--- config.mk ---
export PLATFORM = sky130hd
export DESIGN_NAME = fdtd_step_ctrl
export DESIGN_NICKNAME = d
export VERILOG_FILES = /design/src/rtl/fdtd_step_ctrl.sv
export SDC_FILE = /design/constraint.sdc
export NUM_CORES = 1
export LEC_CHECK = 0
export BUFFER_PORTS_ARGS = -buffer_cell sky130_fd_sc_hd__buf_4
export CORE_ASPECT_RATIO = 0.6
export CORE_MARGIN = 2
export CORE_UTILIZATION = 50
export DETAILED_ROUTE_END_ITERATION = 16
export PLACE_DENSITY = 0.83
export RECOVER_POWER = 50
export SYNTH_ARGS = -nofsm -noshare
export SYNTH_HDL_FRONTEND = slang
export SYNTH_SLANG_ARGS = --single-unit
--- constraint.sdc ---
create_clock -name CLK -period 6.16 [get_ports CLK]
set_input_delay 1.232 -clock CLK [delete_from_list [all_inputs] [get_ports CLK]]
set_output_delay 1.232 -clock CLK [all_outputs]
set_load 0.005 [all_outputs]
--- src/rtl/fdtd_step_ctrl.sv ---
`default_nettype none
// +--------------------------------------------------------------------------+
// | Module   : fdtd_step_ctrl                                                |
// | Purpose  : Time-step sequencer for the 1-D FDTD datapath. Walks the      |
// |            Hy, Ez and source phases of each step, issues field-RAM       |
// |            reads, calc-unit enables and delayed write-back strobes, and  |
// |            counts steps up to the programmed total.                      |
// | Revision : 1.0  initial release                                          |
// +--------------------------------------------------------------------------+
module fdtd_step_ctrl #(
   parameter int CELL_NUM   = 200,
   parameter int ADDR_WIDTH = 10,
   parameter int STEP_WIDTH = 16,
   parameter int CALC_LAT   = 2,
   parameter int SRC_ADDR   = 50
) (
   input  logic                  CLK,
   input  logic                  RST,
   input  logic                  start_i,
   input  logic                  abort_i,
   input  logic [STEP_WIDTH-1:0] num_steps_i,
   output logic                  rd_en_o,
   output logic [ADDR_WIDTH-1:0] rd_addr_o,
   output logic                  calc_Hy_en_o,
   output logic                  calc_Ez_en_o,
   output logic                  calc_src_en_o,
   output logic                  hy_wr_en_o,
   output logic                  ez_wr_en_o,
   output logic [ADDR_WIDTH-1:0] wr_addr_o,
   output logic [STEP_WIDTH-1:0] step_cnt_o,
   output logic                  busy_o,
   output logic                  done_o
);

   typedef enum logic [2:0] {
      S_IDLE   = 3'd0,
      S_HY     = 3'd1,
      S_HY_DR  = 3'd2,
      S_EZ     = 3'd3,
      S_EZ_DR  = 3'd4,
      S_SRC    = 3'd5,
      S_SRC_DR = 3'd6
   } state_t;

   // Phase tag carried down the delay line with each read.
   localparam logic [1:0] c_PH_HY  = 2'd0;
   localparam logic [1:0] c_PH_EZ  = 2'd1;
   localparam logic [1:0] c_PH_SRC = 2'd2;

   // Last read address of the Hy and Ez sweeps, and the source cell.
   localparam logic [ADDR_WIDTH-1:0] c_HY_LAST = ADDR_WIDTH'(CELL_NUM - 2);
   localparam logic [ADDR_WIDTH-1:0] c_EZ_LAST = ADDR_WIDTH'(CELL_NUM - 1);
   localparam logic [ADDR_WIDTH-1:0] c_SRC_AD  = ADDR_WIDTH'(SRC_ADDR);

   // Drain counter runs 0..CALC_LAT, giving 1+CALC_LAT drain cycles.
   localparam int                 c_DRN_W    = $clog2(CALC_LAT + 1) + 1;
   localparam logic [c_DRN_W-1:0] c_DRN_LAST = c_DRN_W'(CALC_LAT);

   state_t                  r_state;
   state_t                  w_next;

   logic [ADDR_WIDTH-1:0]   r_addr;
   logic [ADDR_WIDTH-1:0]   w_addr_nxt;
   logic [c_DRN_W-1:0]      r_drn;
   logic [c_DRN_W-1:0]      w_drn_nxt;
   logic [STEP_WIDTH-1:0]   r_num;
   logic [STEP_WIDTH-1:0]   r_step;
   logic [STEP_WIDTH-1:0]   w_step_p1;
   logic                    r_done;

   logic                    w_rd_en;
   logic [1:0]              w_rd_ph;
   logic                    w_latch;
   logic                    w_step_clr;
   logic                    w_step_inc;
   logic                    w_done_set;

   // Delay line: stage 0 drives the calc enables, stage CALC_LAT the writes.
   logic                    r_pv  [0:CALC_LAT];
   logic [1:0]              r_pph [0:CALC_LAT];
   logic [ADDR_WIDTH-1:0]   r_pad [0:CALC_LAT];

   assign w_step_p1 = r_step + STEP_WIDTH'(1);

   // State register.
   always_ff @(posedge CLK) begin
      if (RST) begin
         r_state <= S_IDLE;
      end else begin
         r_state <= w_next;
      end
   end

   // Next-state decode, read strobe and counter control.
   always_comb begin
      w_next     = r_state;
      w_addr_nxt = r_addr;
      w_drn_nxt  = r_drn;
      w_rd_en    = 1'b0;
      w_rd_ph    = c_PH_HY;
      w_latch    = 1'b0;
      w_step_clr = 1'b0;
      w_step_inc = 1'b0;
      w_done_set = 1'b0;

      case (r_state)
         S_IDLE: begin
            if (start_i) begin
               if (num_steps_i != '0) begin
                  w_next     = S_HY;
                  w_latch    = 1'b1;
                  w_step_clr = 1'b1;
                  w_addr_nxt = '0;
               end else begin
                  // Zero-length run completes immediately without any activity.
                  w_done_set = 1'b1;
               end
            end
         end
         S_HY: begin
            w_rd_en = 1'b1;
            w_rd_ph = c_PH_HY;
            if (r_addr == c_HY_LAST) begin
               w_next    = S_HY_DR;
               w_drn_nxt = '0;
            end else begin
               w_addr_nxt = r_addr + ADDR_WIDTH'(1);
            end
         end
         S_HY_DR: begin
            if (r_drn == c_DRN_LAST) begin
               w_next     = S_EZ;
               w_addr_nxt = ADDR_WIDTH'(1);
            end else begin
               w_drn_nxt = r_drn + c_DRN_W'(1);
            end
         end
         S_EZ: begin
            w_rd_en = 1'b1;
            w_rd_ph = c_PH_EZ;
            if (r_addr == c_EZ_LAST) begin
               w_next    = S_EZ_DR;
               w_drn_nxt = '0;
            end else begin
               w_addr_nxt = r_addr + ADDR_WIDTH'(1);
            end
         end
         S_EZ_DR: begin
            if (r_drn == c_DRN_LAST) begin
               w_next     = S_SRC;
               w_addr_nxt = c_SRC_AD;
            end else begin
               w_drn_nxt = r_drn + c_DRN_W'(1);
            end
         end
         S_SRC: begin
            w_rd_en   = 1'b1;
            w_rd_ph   = c_PH_SRC;
            w_next    = S_SRC_DR;
            w_drn_nxt = '0;
         end
         S_SRC_DR: begin
            if (r_drn == c_DRN_LAST) begin
               if (w_step_p1 == r_num) begin
                  w_next     = S_IDLE;
                  w_done_set = 1'b1;
               end else begin
                  w_next     = S_HY;
                  w_step_inc = 1'b1;
                  w_addr_nxt = '0;
               end
            end else begin
               w_drn_nxt = r_drn + c_DRN_W'(1);
            end
         end
         default: begin
            w_next = S_IDLE;
         end
      endcase

      // Abort wins over everything: back to idle, no done, counter frozen.
      if (abort_i) begin
         w_next     = S_IDLE;
         w_latch    = 1'b0;
         w_step_clr = 1'b0;
         w_step_inc = 1'b0;
         w_done_set = 1'b0;
      end
   end

   // Address/drain counters, latched step total, step index and done pulse.
   always_ff @(posedge CLK) begin
      if (RST) begin
         r_addr <= '0;
         r_drn  <= '0;
         r_num  <= '0;
         r_step <= '0;
         r_done <= 1'b0;
      end else begin
         r_addr <= w_addr_nxt;
         r_drn  <= w_drn_nxt;
         r_done <= w_done_set;
         if (w_latch) begin
            r_num <= num_steps_i;
         end
         if (w_step_clr) begin
            r_step <= '0;
         end else if (w_step_inc) begin
            r_step <= w_step_p1;
         end
      end
   end

   // Phase/address delay line; abort or reset flushes in-flight writes.
   always_ff @(posedge CLK) begin
      if (RST || abort_i) begin
         for (int k = 0; k <= CALC_LAT; k++) begin
            r_pv[k]  <= 1'b0;
            r_pph[k] <= c_PH_HY;
            r_pad[k] <= '0;
         end
      end else begin
         r_pv[0]  <= w_rd_en;
         r_pph[0] <= w_rd_ph;
         r_pad[0] <= r_addr;
         for (int k = 1; k <= CALC_LAT; k++) begin
            r_pv[k]  <= r_pv[k-1];
            r_pph[k] <= r_pph[k-1];
            r_pad[k] <= r_pad[k-1];
         end
      end
   end

   assign rd_en_o       = w_rd_en;
   assign rd_addr_o     = w_rd_en ? r_addr : '0;
   assign calc_Hy_en_o  = r_pv[0] && (r_pph[0] == c_PH_HY);
   assign calc_Ez_en_o  = r_pv[0] && (r_pph[0] == c_PH_EZ);
   assign calc_src_en_o = r_pv[0] && (r_pph[0] == c_PH_SRC);
   assign hy_wr_en_o    = r_pv[CALC_LAT] && (r_pph[CALC_LAT] == c_PH_HY);
   assign ez_wr_en_o    = r_pv[CALC_LAT] && (r_pph[CALC_LAT] != c_PH_HY);
   assign wr_addr_o     = r_pv[CALC_LAT] ? r_pad[CALC_LAT] : '0;
   assign step_cnt_o    = r_step;
   assign busy_o        = (r_state != S_IDLE);
   assign done_o        = r_done;

endmodule
`default_nettype wire
* Word-level counts from Yosys, hierarchy flattened
Memory sizes are Yosys's and may differ from the RTL's. Index checks and enable logic that the tools add are counted.
Word-level totals: bits in registers 49, bits in writable memories 39, bits of input ports 20, output and inout bits 44, logic and storage cells 116, memories 3
Memory list:
- r_pad | words 3, width 10, rd ports 3, clocked after memory_dff 0, write ports 3, line 81 | logic [ADDR_WIDTH-1:0] r_pad [0:CALC_LAT];
- r_pph | words 3, width 2, rd ports 3, clocked after memory_dff 0, write ports 3, line 80 | logic [1:0] r_pph [0:CALC_LAT];
- r_pv | words 3, width 1, rd ports 3, clocked after memory_dff 0, write ports 3, line 79 | logic r_pv [0:CALC_LAT];
Operators by class: $add $sub $neg 3, eq/ne operators 23, muxes and demuxes 51, bitwise logic cells 9, reduce and logical (&&, ||, !) cells 21
Operators by type and width (number):
- $mux W10 | 13
- $pmux W10 S6 | 1
- $mux W3 | 10
- $ne A2 B2 Y1 const B | 11
- $pmux W3 S7 | 1
- $eq A10 B8 Y1 const B | 2
- $mux W1 | 20
- $add A16 B1 Y16 const B | 1
- $eq A16 B16 Y1 | 1
- $reduce_bool A16 Y1 | 1
- $pmux W3 S4 | 1
- $add A10 B1 Y10 const B | 1
- $eq A3 B2 Y1 const B | 3
- $eq A3 B3 Y1 const B | 3
- $or A1 B1 Y1 | 9
- $reduce_and A9 Y1 | 1
- $reduce_and A7 Y1 | 1
- $mux W2 | 3
- $reduce_bool A6 Y1 | 1
- $reduce_or A3 Y1 | 2
- $logic_and A1 B1 Y1 | 5
- $logic_not A2 Y1 | 2
- $pmux W2 S2 | 1
- $reduce_and A4 Y1 | 1
- 11 further kinds | 12

* Logic depth before layout (Yosys ltp)
Gate-level depths: netlist of run 1.
depth in word-level cells 6, depth in mapped cells 10, depth with buffers taken out 9

* Worst setup path before layout of run 1
Ideal clock, no wire load.
kind input -> register, start point input port num_steps_i[6], end point register r_step[12], in the netlist step_cnt_o[12], library setup time 0.060 ns, data arrival time 2.861 ns, setup slack 3.239 ns, stages on the path 9, path buffers 2, cells stage by stage nor4_1 -> nand4_1 -> or3b_2 -> clkbuf_1 -> and2_1 -> clkbuf_1 -> nand2_1 -> a31oi_1 -> a41o_1
On the way: cells in the longest elaborated chain, start to end 6
RTL lines:
- start, declared | line 21 | input logic [STEP_WIDTH-1:0] num_steps_i,
- $reduce_bool A16 Y1 | line 109 | if (num_steps_i != '0) begin
- $mux W1 | line 109
- $mux W1 | line 108 | if (start_i) begin
- $mux W1 | line 106 | case (r_state)
- $mux W1 | line 182 | if (abort_i) begin
- $reduce_or A2 Y1 (no source line)
- end signal, assigned | line 209 | r_step <= w_step_p1;
- end, declared | line 67 | logic [STEP_WIDTH-1:0] r_step;
Every way passes these cells. A chain may end at the register's enable or synchronous reset.

* Final worst setup path of run 1
start point register r_step[0], in the netlist step_cnt_o[0], end point register r_addr[5]
On the way: cells in the longest elaborated chain, start to end 4
RTL lines:
- $add A16 B1 Y16 | line 83 | assign w_step_p1 = r_step + STEP_WIDTH'(1);
- $eq A16 B16 Y1 | line 164 | if (w_step_p1 == r_num) begin
- $ne A2 B2 Y1 (no source line)
- $reduce_and A9 Y1 (no source line)
- end signal, assigned | line 200 | r_addr <= w_addr_nxt;
- end, declared | line 62 | logic [ADDR_WIDTH-1:0] r_addr;
Every way passes these cells.

==> results of run 1 <==
==> worst max-delay path, stage by stage (launching register included) <==
cell	delay, ns
dfxtp_1	0.51
ha_1	0.34
nand3_1	0.30
nor3_4	0.30
xnor2_1	0.16
a2111o_1	0.43
nor4_2	0.84
o311ai_0	0.27
a21bo_2	0.24
==> kinds of logic (layout without fill, tap and decap cells) <==
| kind of cell | Yosys count | in the layout | synth area share (%) |
|---|---|---|---|
| compound gates | 87 | 87 | 13.85 |
| xor+xnor | 19 | 19 | 3.863 |
| fa+ha+maj | 6 | 6 | 1.743 |
| buf+inv | 40 | 89 | 4.240 |
| flops | 88 | 88 | 40.89 |
| mux | 21 | 21 | 4.879 |
| simple gates | 222 | 222 | 30.53 |
==> through the flow <==
step	hold WS (ns)	cell area [um^2]	utilization (%)	instances
detailed placement	0.4097	4783	56.77	628
floorplan	0.4057	4308	-	483
finish	0.4259	5041	59.83	644
CTS	0.4258	5079	60.28	644
global placement	0.4106	4783	56.77	628
global route	0.4435	5041	59.83	644
==> per-layer routing <==
| metal | vias to the layer above | wire [um] | track usage [%] |
|---|---|---|---|
| met5 | - | 0 | 0 |
| li1 | 1829 | - | - |
| met2 | 231 | 4439 | 33.46 |
| met1 | 1790 | 5075 | 36.21 |
| met4 | 0 | 218 | 8.523 |
| met3 | 26 | 1217 | 6.325 |
==> registers in the layout, summed over array words and instances, names as in the netlist <==
register,flops
r_pad,30
r_num,16
step_cnt_o,16
r_addr,10
r_pph,6
r_drn,3
r_pv,3
r_state,3
done_o,1
==> layout by cell type, fill, tap and decap left out, types with 10 or more instances in the layout <==
| cell type | synthesis | routed |
|---|---|---|
| buf_4 | 2 | 40 |
| nand2_1 | 23 | 23 |
| nor3_1 | 10 | 10 |
| a21oi_1 | 26 | 26 |
| clkbuf_4 | 0 | 15 |
| and3_1 | 17 | 17 |
| nor2_1 | 46 | 46 |
| and2_1 | 47 | 29 |
| dfxtp_1 | 88 | 88 |
| o31ai_1 | 10 | 10 |
| xnor2_1 | 12 | 12 |
| and2_0 | 0 | 18 |
| mux2i_1 | 21 | 21 |
| o21ai_0 | 11 | 11 |
==> worst max-delay path by stage <==
stage	start	end	slack [ns]
global placement	num_steps_i[3]	step_cnt_o[14]	2.80
finish	step_cnt_o[0]	r_addr[5]	2.71
global route	step_cnt_o[2]	r_addr[5]	2.54
CTS	step_cnt_o[0]	r_addr[5]	2.81
floorplan	num_steps_i[6]	step_cnt_o[12]	3.24
detailed placement	num_steps_i[3]	step_cnt_o[14]	2.74
==> power groups by stage <==
stage | logic (mW) | registers (mW) | clock network [mW]
floorplan | 0.0505 | 0.592 | 0
global route | 0.0801 | 0.584 | 0.568
global placement | 0.0689 | 0.596 | 0
finish | 0.0731 | 0.584 | 0.535
detailed placement | 0.0718 | 0.597 | 0
CTS | 0.0726 | 0.583 | 0.543
==> area by class of cell <==
class	instances	area (um^2)
fill	701	3385
multi-input combinational	355	2364
sequential	88	1762
timing repair buffer	65	450.4
clock buffer	9	225.2
tap	112	140.1
clock inverter	7	70.07
inverter	8	30.03
==> flow_summary.json, run 1 <==
{
  "netlist_area_um2": 4308,
  "r2r-start": "step_cnt_o[0]",
  "worstPathRequired_ns": 6.44,
  "path_class": "reg -> reg",
  "async_flop_share_pct": 0,
  "place_congestion": 0.9955,
  "p_switching_mw": 0.2996,
  "clkLatencyLatePin_ns": 0.34,
  "synth_cell_types": 63,
  "yosys-top-cells-area": "dfxtp_1 (41%), and2_1 (6.8%), mux2i_1 (4.9%)",
  "finalWirelength_mm": 10.95,
  "switching_share_pct": 25.13,
  "fin_crit_ns": 3.453,
  "power_leakage_nw": 2.095,
  "pwr-share-seq_pct": 49.0,
  "ant_nets": 0,
  "r2r_slack_ns": 2.71,
  "worst-r2r-cell-count": 8,
  "num_rows": 26,
  "synth_edf_count": 0,
  "fin_worst_skew_ns": 0.005724,
  "grt_overflow_total": 0,
  "cts_tree": "built",
  "worstMarginPinSlew_ns": 1.372,
  "path_clk_slew_ns": 0.07,
  "maxSlewViolCount": 0,
  "grt_pass1_wl_mm": 18.00,
  "avgSynthCellArea_um2": 8.919,
  "power.total_mw": 1.192,
  "die_h_um": 75.90,
  "holdPathEnd": "r_pad[0][12]",
  "first_global_vias": 3526,
  "pwr_density_cell_nw_per_um2": 236.4,
  "fin_crit_sh_pct": 56.06,
  "cts_root_buf": "clkbuf_16",
  "cts_setup_buffers": 0,
  "critPathMaxFanout": 11,
  "drc": 0,
  "finalHoldViolCount": 0,
  "track_usage_pct": 24.30,
  "synth_most_common_cell": "dfxtp_1",
  "holdPathStages": 1,
  "layout.nets": 553,
  "ys_ff_latch": 88,
  "port_buffers": 63,
  "initial_utilization_pct": 51.13,
  "vias_per_cell": 6.019,
  "maxCapViolCount": 0,
  "synth.top_cell.area_share_pct": 40.89,
  "antenna_found_initial": 0,
  "hold_path.class": "reg -> reg",
  "ys_warn_count": 0,
  "power_frac_comb_pct": 6.1,
  "rsz0062_at_grt": "false",
  "clkSinkCount": 88,
  "p_int_mw": 0.8924,
  "dr.pass1.iters": 6,
  "drive_above_1_share_pct": 17.11,
  "dieArea_um2": 9399,
  "routed-via-count": 3876,
  "area_growth_pct": 17.02,
  "timing.fmax_mhz": 289.6,
  "finalSetupViolCount": 0,
  "yosysSeqAreaShare_pct": 40.89,
  "netlist_instances": 483,
  "power.share.clock_pct": 44.9,
  "relSlewSlack_pct": 8.531,
  "setup_ws_ns": 2.707,
  "min_from": "r_pad[0][2]",
  "cp-start-kind": "flop",
  "coreArea_um2": 8426,
  "dpl.hpwl_mm": 7.972,
  "drt-initial-drc-count": 646,
  "synth_ff_type": "dfxtp_1",
  "cts_resized": 0,
  "io_pins": 64,
  "postCtsHoldBufs": 0,
  "r2r-end": "r_addr[5]",
  "wl_per_cell_um": 17.00,
  "crit_arrival_ns": 3.74,
  "clockBufferDepth": 2,
  "ir_worst_vdd_uv": 202.3,
  "synth_commonest_cells": "dfxtp_1 (88), and2_1 (47), nor2_1 (46), a21oi_1 (26), nand2_1 (23)",
  "htree_levels": 3,
  "yosys.area.top_type": "dfxtp_1",
  "endpoint_kind": "flop",
  "synth_fp_nets": 509,
  "dp_slack_ns": 2.743,
  "grt_max_degree": 38,
  "die_w_um": 123.8,
  "status": "finished clean",
  "finalSetupTns_ns": 0,
  "num_antenna_cells": 0,
  "cts_buffers": 9
}
Power figures use the tool's default switching activity.
==> inputs of run 2 (changes only) <==
==> constraint.sdc (replaced) <==
create_clock -name CLK -period 3.4 [get_ports CLK]
set_input_delay 0.68 -clock CLK [delete_from_list [all_inputs] [get_ports CLK]]
set_output_delay 0.68 -clock CLK [all_outputs]
set_load 0.005 [all_outputs]
==> flow_summary.json, run 2 (synthesized netlist as in run 1, its figures left out) <==
{
  "mostFrequentLayoutCells": "dfxtp_1 (88), nor2_1 (46), buf_4 (45)",
  "dr.pass1.iters": 5,
  "r2r-start": "step_cnt_o[0]",
  "layout.nets": 557,
  "worst-r2r-cell-count": 8,
  "place_congestion": 0.9807,
  "fin_crit_ns": 2.908,
  "fin_worst_skew_ns": 0.005109,
  "postCtsHoldBufs": 0,
  "timing.fmax_mhz": 343.9,
  "dp_slack_ns": 0.3356,
  "io_pins": 64,
  "hold_path.class": "reg -> reg",
  "track_usage_pct": 24.85,
  "pwr_density_cell_nw_per_um2": 425.8,
  "finalCoreUtilization_pct": 60.37,
  "grt_overflow_total": 0,
  "vias_per_cell": 5.935,
  "cpMaxStageDelayCell": "or4_1",
  "coreArea_um2": 8426,
  "power_leakage_nw": 2.130,
  "drc": 0,
  "finalHoldViolCount": 0,
  "min_from": "r_pad[0][2]",
  "critPathMaxFanout": 9,
  "die_w_um": 123.8,
  "holdWs_ns": 0.4265,
  "largest_reg_flops": 30,
  "path_clk_slew_ns": 0.07,
  "max_stage_delay_ns": 0.50,
  "cts_root_buf": "clkbuf_16",
  "area_growth_pct": 18.07,
  "initial_utilization_pct": 51.13,
  "cts_tree": "built",
  "maxSlewViolCount": 0,
  "port_buffers": 63,
  "num_antenna_cells": 0,
  "ir_worst_vdd_uv": 266.2,
  "drive_above_1_share_pct": 18.66,
  "relSlewSlack_pct": 9.492,
  "finalWirelength_mm": 11.38,
  "path_class": "reg -> reg",
  "finalSetupViolCount": 0,
  "dpl.hpwl_mm": 8.335,
  "crit_start": "step_cnt_o[0]",
  "grt_pass1_wl_mm": 17.97,
  "die_h_um": 75.90,
  "largest-register": "r_pad",
  "antenna_found_initial": 0,
  "routed-via-count": 3846,
  "clkSinkCount": 88,
  "first_global_vias": 3479,
  "wl_per_cell_um": 17.57,
  "maxCapViolCount": 0,
  "fin_crit_sh_pct": 85.53,
  "placedInstanceArea_um2": 4806,
  "holdPathStages": 1,
  "crit_arrival_ns": 3.08,
  "worstPathRequired_ns": 3.57,
  "final_common_cell": "dfxtp_1",
  "endpoint_kind": "flop",
  "htree_levels": 3,
  "finalSetupTns_ns": 0,
  "drt-initial-drc-count": 502,
  "status": "finished clean",
  "grt_max_degree": 38,
  "worstMarginPinSlew_ns": 1.358,
  "clkLatencyLatePin_ns": 0.35,
  "ant_nets": 0,
  "cp-start-kind": "flop",
  "setup_ws_ns": 0.4919,
  "dieArea_um2": 9399,
  "cts_buffers": 9,
  "num_rows": 26,
  "rsz0062_at_grt": "false",
  "cp_cell_sequence": "ha_1, nand3_1, nor3_4, xnor2_1, a2111o_1, or4_1, a21oi_1, a211oi_1",
  "design_area_um2": 5086,
  "cts_resized": 0,
  "fill_cells": 736,
  "clockBufferDepth": 2
}
## run 2: final cells by class
class | count | area, um^2 | share of cell area, %
tap | 112 | 140.1 | 2.755
inverter | 8 | 30.03 | 0.5904
clock buffer | 9 | 225.2 | 4.428
sequential | 88 | 1762 | 34.64
multi-input combinational | 355 | 2364 | 46.47
timing repair buffer | 69 | 495.5 | 9.742
clock inverter | 7 | 70.07 | 1.378
## run 2: worst paths after layout
| path | endpoint | slack, ns |
|---|---|---|
| setup / recovery | r_addr[1] | 0.49 |
| hold / removal | r_pad[0][12] | 0.43 |
| setup reg to reg | r_addr[1] | 0.49 |
| hold reg to reg | r_pad[0][12] | 0.43 |
## run 2: critical path, delay by kind of cell (launching register included)
family          cells  cell delay (ns)
flops               1             0.49
xor+xnor            1             0.14
fa+ha+maj           1             0.33
compound gates      3             0.64
simple gates        3             1.12
## run 2: power by group
group	switching, mW	total [mW]	internal [mW]
Clock	0.454	0.972	0.518
Sequential	0.0162	1.06	1.04
Combinational	0.0790	0.135	0.0563
## run 2: routing by layer
metal	vias up	GRT usage (%)	wire, um
met5	-	0	0
met4	0	8.523	148
met3	22	7.154	1220
met2	201	32.64	4599
met1	1778	38.03	5414
li1	1845	-	-
## run 2: timing repair
| item | 4_1_cts | 5_1_grt |
|---|---|---|
| endpoints found under the hold margin | 0 | 0 |
| buffers inserted | 0 | 1 |
| endpoints found under the setup margin | 0 | 1 |
## run 2: per-stage QoR
stage / power (mW) / instances
final: 2.166 / 648
after global routing: 2.242 / 648
after CTS: 2.180 / 647
after detailed placement: 1.213 / 631
after global placement: 1.207 / 631
after floorplan: 1.164 / 483
